File: config.mk
export PLATFORM = sky130hd
export DESIGN_NAME = oled_pixel_scanner_flat
export DESIGN_NICKNAME = d
export VERILOG_FILES = /design/src/rtl/oled_pkg.sv /design/src/rtl/oled_pixel_scanner_if.sv /design/src/rtl/pixel_coord_counter.sv /design/src/rtl/oled_pixel_scanner.sv /design/src/flat_wrapper.sv
export SDC_FILE = /design/constraint.sdc
export NUM_CORES = 1
export LEC_CHECK = 0
export CORE_MARGIN = 2
export CORE_UTILIZATION = 50
export DETAILED_ROUTE_END_ITERATION = 16
export PLACE_DENSITY = 0.9
export SYNTH_ARGS = -nofsm -noshare
export SYNTH_HDL_FRONTEND = slang
export SYNTH_HIERARCHICAL = 1
export SYNTH_SLANG_ARGS = --single-unit
File: constraint.sdc
create_clock -name clk -period 2.55 [get_ports clk]
set_input_delay 0.255 -clock clk [delete_from_list [all_inputs] [get_ports clk]]
set_output_delay 0.255 -clock clk [all_outputs]
set_load 0.01 [all_outputs]
File: src/rtl/oled_pkg.sv
// Shared OLED constants: panel geometry, RGB565 palette and the pixel-scanner state encoding.
package oled_pkg;

    localparam int unsigned OLED_WIDTH  = 96;
    localparam int unsigned OLED_HEIGHT = 64;
    localparam int unsigned OLED_PIXELS = OLED_WIDTH * OLED_HEIGHT;

    localparam int unsigned X_W     = 7;
    localparam int unsigned Y_W     = 6;
    localparam int unsigned IDX_W   = 13;
    localparam int unsigned COLOR_W = 16;

    localparam logic [COLOR_W-1:0] BLACK   = 16'h0000;
    localparam logic [COLOR_W-1:0] WHITE   = 16'hFFFF;
    localparam logic [COLOR_W-1:0] RED     = 16'hF800;
    localparam logic [COLOR_W-1:0] GREEN   = 16'h07E0;
    localparam logic [COLOR_W-1:0] BLUE    = 16'h001F;
    localparam logic [COLOR_W-1:0] YELLOW  = 16'hFFE0;
    localparam logic [COLOR_W-1:0] CYAN    = 16'h07FF;
    localparam logic [COLOR_W-1:0] MAGENTA = 16'hF81F;

    typedef enum logic [1:0] {
        StIdle,
        StIssue,
        StPresent,
        StDone
    } scan_state_t;

endpackage

File: src/rtl/oled_pixel_scanner_if.sv
// Pixel stream from the scanner to the OLED transmitter (valid/ready handshake).
interface oled_pixel_scanner_if;
    import oled_pkg::*;

    logic [COLOR_W-1:0] pix_data;
    logic [IDX_W-1:0]   pix_index;
    logic               pix_valid;
    logic               pix_ready;
    logic               pix_last;

    modport master (
        output pix_data,
        output pix_index,
        output pix_valid,
        output pix_last,
        input  pix_ready
    );

    modport slave (
        input  pix_data,
        input  pix_index,
        input  pix_valid,
        input  pix_last,
        output pix_ready
    );

endinterface

File: src/rtl/pixel_coord_counter.sv
// Row-major (x, y) coordinate counter with linear index; wraps to (0, 0) after the last pixel.
module pixel_coord_counter
    import oled_pkg::*;
#(
    parameter int unsigned WIDTH  = OLED_WIDTH,
    parameter int unsigned HEIGHT = OLED_HEIGHT
) (
    input  logic             clk,
    input  logic             rst,
    input  logic             i_clr,
    input  logic             i_inc,
    output logic [X_W-1:0]   o_x,
    output logic [Y_W-1:0]   o_y,
    output logic [IDX_W-1:0] o_index,
    output logic             o_last
);

    logic [X_W-1:0]   r_x, w_x_d;
    logic [Y_W-1:0]   r_y, w_y_d;
    logic [IDX_W-1:0] r_index, w_index_d;
    logic             w_x_end;
    logic             w_last;

    assign w_x_end = (r_x == X_W'(WIDTH - 1));
    assign w_last  = w_x_end && (r_y == Y_W'(HEIGHT - 1));

    always_comb begin
        w_x_d     = r_x;
        w_y_d     = r_y;
        w_index_d = r_index;
        if (i_clr || (i_inc && w_last)) begin
            w_x_d     = '0;
            w_y_d     = '0;
            w_index_d = '0;
        end else if (i_inc) begin
            w_index_d = r_index + IDX_W'(1);
            if (w_x_end) begin
                w_x_d = '0;
                w_y_d = r_y + Y_W'(1);
            end else begin
                w_x_d = r_x + X_W'(1);
            end
        end
    end

    always_ff @(posedge clk or posedge rst) begin
        if (rst) begin
            r_x     <= '0;
            r_y     <= '0;
            r_index <= '0;
        end else begin
            r_x     <= w_x_d;
            r_y     <= w_y_d;
            r_index <= w_index_d;
        end
    end

    assign o_x     = r_x;
    assign o_y     = r_y;
    assign o_index = r_index;
    assign o_last  = w_last;

endmodule

File: src/rtl/oled_pixel_scanner.sv
// Walks the renderer over the panel in row-major order and streams each captured RGB565 pixel
// to the OLED transmitter over a valid/ready handshake.
module oled_pixel_scanner
    import oled_pkg::*;
#(
    parameter int unsigned WIDTH      = OLED_WIDTH,
    parameter int unsigned HEIGHT     = OLED_HEIGHT,
    parameter int unsigned RENDER_LAT = 1
) (
    input  logic                 clk,
    input  logic                 rst,
    input  logic                 i_frame_req,
    input  logic                 i_abort,
    output logic [X_W-1:0]       o_x,
    output logic [Y_W-1:0]       o_y,
    input  logic [COLOR_W-1:0]   i_oled_data,
    oled_pixel_scanner_if.master pix,
    output logic                 o_frame_busy,
    output logic                 o_frame_done
);

    localparam logic [1:0] LAT_LAST = 2'(RENDER_LAT - 1);

    scan_state_t        r_state, w_state_d;
    logic [1:0]         r_lat_cnt, w_lat_d;
    logic [COLOR_W-1:0] r_pix_data;
    logic [IDX_W-1:0]   r_pix_index;
    logic               r_pix_last;
    logic               r_pix_valid, w_valid_d;
    logic               r_frame_busy, w_busy_d;
    logic               r_frame_done, w_done_d;
    logic               w_capture;
    logic               w_last_clr;
    logic               w_clr;
    logic               w_inc;
    logic [IDX_W-1:0]   w_index;
    logic               w_last;

    pixel_coord_counter #(
        .WIDTH  (WIDTH),
        .HEIGHT (HEIGHT)
    ) u_coord (
        .clk     (clk),
        .rst     (rst),
        .i_clr   (w_clr),
        .i_inc   (w_inc),
        .o_x     (o_x),
        .o_y     (o_y),
        .o_index (w_index),
        .o_last  (w_last)
    );

    always_comb begin
        w_state_d  = r_state;
        w_lat_d    = r_lat_cnt;
        w_valid_d  = r_pix_valid;
        w_busy_d   = r_frame_busy;
        w_done_d   = 1'b0;
        w_capture  = 1'b0;
        w_last_clr = 1'b0;
        w_clr      = 1'b0;
        w_inc      = 1'b0;
        // Abort wins over everything, including a handshake in the same cycle.
        if (i_abort) begin
            w_state_d  = StIdle;
            w_lat_d    = '0;
            w_valid_d  = 1'b0;
            w_busy_d   = 1'b0;
            w_last_clr = 1'b1;
            w_clr      = 1'b1;
        end else begin
            unique case (r_state)
                StIdle: begin
                    if (i_frame_req) begin
                        w_state_d = StIssue;
                        w_lat_d   = '0;
                        w_busy_d  = 1'b1;
                        w_clr     = 1'b1;
                    end
                end
                StIssue: begin
                    if (r_lat_cnt == LAT_LAST) begin
                        w_capture = 1'b1;
                        w_valid_d = 1'b1;
                        w_state_d = StPresent;
                    end else begin
                        w_lat_d = r_lat_cnt + 2'd1;
                    end
                end
                StPresent: begin
                    if (r_pix_valid && pix.pix_ready) begin
                        w_valid_d = 1'b0;
                        w_lat_d   = '0;
                        w_inc     = 1'b1;
                        if (r_pix_last) begin
                            w_state_d = StDone;
                            w_busy_d  = 1'b0;
                            w_done_d  = 1'b1;
                        end else begin
                            w_state_d = StIssue;
                        end
                    end
                end
                StDone: begin
                    w_state_d = StIdle;
                end
                default: begin
                    w_state_d = StIdle;
                end
            endcase
        end
    end

    always_ff @(posedge clk or posedge rst) begin
        if (rst) begin
            r_state      <= StIdle;
            r_lat_cnt    <= '0;
            r_pix_data   <= '0;
            r_pix_index  <= '0;
            r_pix_last   <= 1'b0;
            r_pix_valid  <= 1'b0;
            r_frame_busy <= 1'b0;
            r_frame_done <= 1'b0;
        end else begin
            r_state      <= w_state_d;
            r_lat_cnt    <= w_lat_d;
            r_pix_valid  <= w_valid_d;
            r_frame_busy <= w_busy_d;
            r_frame_done <= w_done_d;
            if (w_capture) begin
                r_pix_data  <= i_oled_data;
                r_pix_index <= w_index;
                r_pix_last  <= w_last;
            end else if (w_last_clr) begin
                r_pix_last <= 1'b0;
            end
        end
    end

    assign pix.pix_data   = r_pix_data;
    assign pix.pix_index  = r_pix_index;
    assign pix.pix_valid  = r_pix_valid;
    assign pix.pix_last   = r_pix_last;
    assign o_frame_busy   = r_frame_busy;
    assign o_frame_done   = r_frame_done;

endmodule

File: src/flat_wrapper.sv
// flat-port wrapper written by rule: the top's interface ports become plain ports
module oled_pixel_scanner_flat import oled_pkg::*;
#(
    parameter int unsigned WIDTH      = OLED_WIDTH,
    parameter int unsigned HEIGHT     = OLED_HEIGHT,
    parameter int unsigned RENDER_LAT = 1
)
  (clk, rst, i_frame_req, i_abort, o_x, o_y, i_oled_data, o_frame_busy, o_frame_done, pix_pix_data, pix_pix_index, pix_pix_valid, pix_pix_last, pix_pix_ready);
  oled_pixel_scanner_if pix_i ();
  input  logic clk;
  input  logic rst;
  input  logic i_frame_req;
  input  logic i_abort;
  output logic [X_W-1:0] o_x;
  output logic [Y_W-1:0] o_y;
  input  logic [COLOR_W-1:0] i_oled_data;
  output logic o_frame_busy;
  output logic o_frame_done;
  output wire logic [$bits(pix_i.pix_data)-1:0] pix_pix_data;
  output wire logic [$bits(pix_i.pix_index)-1:0] pix_pix_index;
  output wire logic [$bits(pix_i.pix_valid)-1:0] pix_pix_valid;
  output wire logic [$bits(pix_i.pix_last)-1:0] pix_pix_last;
  input wire logic [$bits(pix_i.pix_ready)-1:0] pix_pix_ready;
  assign pix_pix_data = pix_i.pix_data;
  assign pix_pix_index = pix_i.pix_index;
  assign pix_pix_valid = pix_i.pix_valid;
  assign pix_pix_last = pix_i.pix_last;
  assign pix_i.pix_ready = pix_pix_ready;
  oled_pixel_scanner #(.WIDTH(WIDTH), .HEIGHT(HEIGHT), .RENDER_LAT(RENDER_LAT)) u_core (.clk(clk), .rst(rst), .i_frame_req(i_frame_req), .i_abort(i_abort), .o_x(o_x), .o_y(o_y), .i_oled_data(i_oled_data), .pix(pix_i), .o_frame_busy(o_frame_busy), .o_frame_done(o_frame_done));
endmodule
==> summary.md <==
| Metric | Value |
|---|---|
| Outcome | complete, no violations |
| Leakage | 1.623 nW |
| Number of violations reported at the end of detailed-routing iteration 0 | approximately 170 |
| Worst ir drop on vdd | 413.3 uV |
| Clock sinks | 63 |
| Count of pins over their slew limit | 0 |
| Syn. warnings | 6 |
| Smallest hold slack | 0.2987 ns |
| Number of buffers on the longest clock path | 2 |
| Clock root buffer | clkbuf_8 |
| Clock network latency to the later pin of the worst-skew pair | 0.32 ns |
| Pin count of the biggest net entering global routing | 38 |
| Average wire length per cell after detail routing | around 16 um |
| Critical Path Sink Type | register |
| Largest incremental delay on the critical path | 0.51 ns |
| Number of inserted filler cells in the final layout | 410 |
| Grt ovf | 0 |
| Post-synthesis instance area | roughly 3000 sq um |
| Final Hold Vio Count | 0 |
| Worst rel slew slack | 0.6016 |
| I/O pin total | between 60 and 70 |
| Transition time at the pin with the least slew margin | approximately 0.6 ns |
| Fraction of registers with async set or reset after synthesis | 1.000 |
| Width of the chip | 81.43 um |
| First-pass iteration count of the detailed router | 4 |
| Kind of start point of the critical path | register |
| Multi-input logic area | 1301 sq um |
| Max_cap viols | 0 |
| Distinct cell type count after synthesis | 46 |
| Synth Register Bits | 63 |
| Power Dens Cells | 671.8 nW/um^2 |
| Cts bufs inserted | 9 |
| CTS clock-pin slew for the worst setup and hold paths | 0.07 ns |
| Global-route wire length before repair | 10,690 um |
| Overall die height | 81.43 um |
| Unrepaired setup endpoints after global routing | no |
| Sequential fraction of the synthesis area | 0.5259 |
| Endpoints failing setup | 0 |
| Area delta synth->final | 30.97% |
| Post-cts gate resize count | 0 |
| Crit path kind | register to register |
| Summed negative setup slack over all endpoints | 0 ns |
| FMAX | 470.3 MHz |
| Highest-delay cell along the critical path | dfrtp_1 |
| Final worst-path cycle share | 0.8338 |
| Cells traversed along the worst timing path | and4b_1 > nor2b_1 > o2111ai_1 > nor4_1 > xnor2_1 > nor2_1 |
| Via count of the first global-routing pass | approximately 2,300 |
| Nets@finish | 351 |
| Effective utilization at floorplan | 0.5124 |
| Arrival time of the worst setup path | roughly 2.3 ns |
| Num rows | 28 |
| Mean instance size in the synthesized netlist | roughly 12 sq um |
| Total half-perimeter wirelength after legalization and detailed placement | 4293 um |
| Post-Syn Instances | between 200 and 300 |
| Setup Fix Bufs, Post-CTS | 0 |
| Initial antenna violation count | 0 |
| Die area | 6631 sq um |
| Synthesized netlist net count | 278 |
| Sum of routed wire length over all layers | roughly 6600 um |
| Required arrival time at the worst endpoint | about 2.8 ns |
| FF+latch area | around 1600 sq um |
| Diode insertion count for antenna repair | 0 |
| Number of enable flip-flop cells after synthesis | 0 |
| Post-CTS Hold Buffers | 0 |
| Overall fraction of global-route tracks in use | 0.2121 |
| Fin crit period | 2.126 ns |
| Layout Utilization | 0.6711 |
| Detail Route Antenna Nets | 0 |
| CTS H-Tree Depth | 3 |
| Routed vias/inst | 5.473 |
| Share of cells above drive strength 1 | 0.2054 |
| Final routed DRC violation total | 0 |
| Type of the worst min-delay path | input port to asynchronous set/reset pin |
| Placeable core area | around 6000 sq um |
| Worst-path fanout max | 10 |
| Final estimated routing congestion in global placement | approximately 0.79 |
| TritonCTS clock tree | built |
| Total number of vias | between 2,000 and 2,500 |
| Number of I/O port buffers | 66 |
| Commonest register cell after synthesis | dfrtp_1 |
| Setup clock skew after layout | 0.008287 ns |
Yosys cell counts (2+ instances only):
cell,n,area (sq um)
nor2_1,16,60.06
mux2_2,19,214.0
a21oi_1,11,55.05
mux2_4,10,150.1
nand3b_1,3,22.52
xor2_1,5,43.79
nand4b_1,2,17.52
o21a_1,3,22.52
buf_12,2,40.04
or3_1,2,12.51
mux2i_1,2,20.02
nand4_1,4,25.02
nand3_1,7,35.03
nor4_1,2,12.51
ha_1,4,50.05
buf_6,2,22.52
nand2_1,19,71.32
nor3_1,9,45.04
nand2b_1,2,12.51
o2111ai_1,2,17.52
buf_2,4,20.02
nor2b_1,4,25.02
xnor2_1,12,105.1
nor2_2,10,62.56
dfrtp_1,63,1577
o21ai_0,8,40.04
inv_1,7,26.28
layout by cell type, fill, tap and decap left out, types with 2 or more instances in the layout:
master / n
nor4_1: 2
nor2b_1: 4
nor3_1: 9
clkbuf_8: 10
nand3_1: 7
mux2_4: 10
xor2_1: 5
o2111ai_1: 2
nand3b_1: 3
a21oi_1: 11
mux2_2: 19
bufinv_16: 2
nand4b_1: 2
inv_1: 7
mux2i_1: 2
xnor2_1: 12
o21a_1: 3
nand2_1: 19
o21ai_0: 8
clkdlybuf4s50_1: 66
nand2b_1: 2
nor2_1: 16
buf_4: 6
nand4_1: 4
dfrtp_1: 63
or3_1: 2
ha_1: 4
nor2_2: 10
metal layers:
layer / GRT usage / wire length (um) / part of all wire / vias to the layer above
li1: - / - / - / 1032
met1: 0.2699 / 2726 / 0.42 / 1105
met2: 0.3533 / 3353 / 0.51 / 76
met3: 0.03846 / 377 / 0.058 / 9
met4: 0.09661 / 95 / 0.014 / 0
met5: 0 / 0 / 0 / -
final timing paths:
path | endpoint | slack (ns) | from | cells after the start
worst max-delay path | u_core/u_coord/o_index[12] | 0.42 | u_core/r_state[1] | 6
worst min-delay path | u_core/u_coord/o_y[3] | 0.30 | rst | 3
worst max register to register | u_core/u_coord/o_index[12] | 0.42 | u_core/r_state[1] | 6
worst min register to register | u_core/o_frame_busy | 0.50 | u_core/o_frame_busy | 1
max in group asynchronous | u_core/pix.pix_index[4] | 1.85 | rst | 3
min in group clk | u_core/o_frame_busy | 0.50 | u_core/o_frame_busy | 1
report_power, final:
part	internal, mW	total (mW)	leakage [nW]	switching (mW)
Sequential	1.10	1.16	0.842	0.0608
Clock	0.578	0.951	0.110	0.373
Combinational	0.327	0.525	0.671	0.198
layout make-up:
| class | instances | area share |
|---|---|---|
| Inverter | 7 | 0.006692 |
| Timing Repair Buffer | 72 | 0.1797 |
| Tap cell | 75 | 0.02390 |
| Clock buffer | 11 | 0.03601 |
| Sequential cell | 63 | 0.4015 |
| Multi-Input combinational cell | 173 | 0.3314 |
| Clock inverter | 5 | 0.02071 |
logic make-up after synthesis:
logic type,Yosys count,share of synthesized area
AOI/OAI and AO/OA,30,0.06261
xor gates and xnor gates,17,0.04967
adders and majority gates,4,0.01670
buffers and inverters,17,0.04007
DFF,63,0.5259
muxes,31,0.1281
and+or+nand+nor,91,0.1770
critical path: cells and delay by family, from the launching register on:
family / cells / cell delay (ns)
AND/OR/NAND/NOR: 4 / 1.00
flip-flops: 1 / 0.51
AO/OA/AOI/OAI: 1 / 0.34
XOR/XNOR: 1 / 0.17
metrics by stage:
stage / power (mW) / instances / instance area (sq um) / setup slack [ns]
after global placement: 1.680 / 390 / 3704 / 0.3427
after floorplan: 1.441 / 253 / 2998 / 0.6599
after detailed placement: 1.703 / 390 / 3704 / 0.2575
after global routing: 2.745 / 406 / 3926 / 0.3061
final: 2.638 / 406 / 3926 / 0.4239
after CTS: 2.661 / 406 / 3926 / 0.4712
flip-flops by register name (all words and copies together) (netlist names):
name / count
u_core/o_frame_busy: 1
u_core/o_frame_done: 1
u_core/pix.pix_data: 16
u_core/pix.pix_index: 13
u_core/pix.pix_last: 1
u_core/pix.pix_valid: 1
u_core/r_lat_cnt: 2
u_core/r_state: 2
u_core/u_coord/o_index: 13
u_core/u_coord/o_x: 7
u_core/u_coord/o_y: 6
No activity file was read; power rests on OpenSTA's default activity.
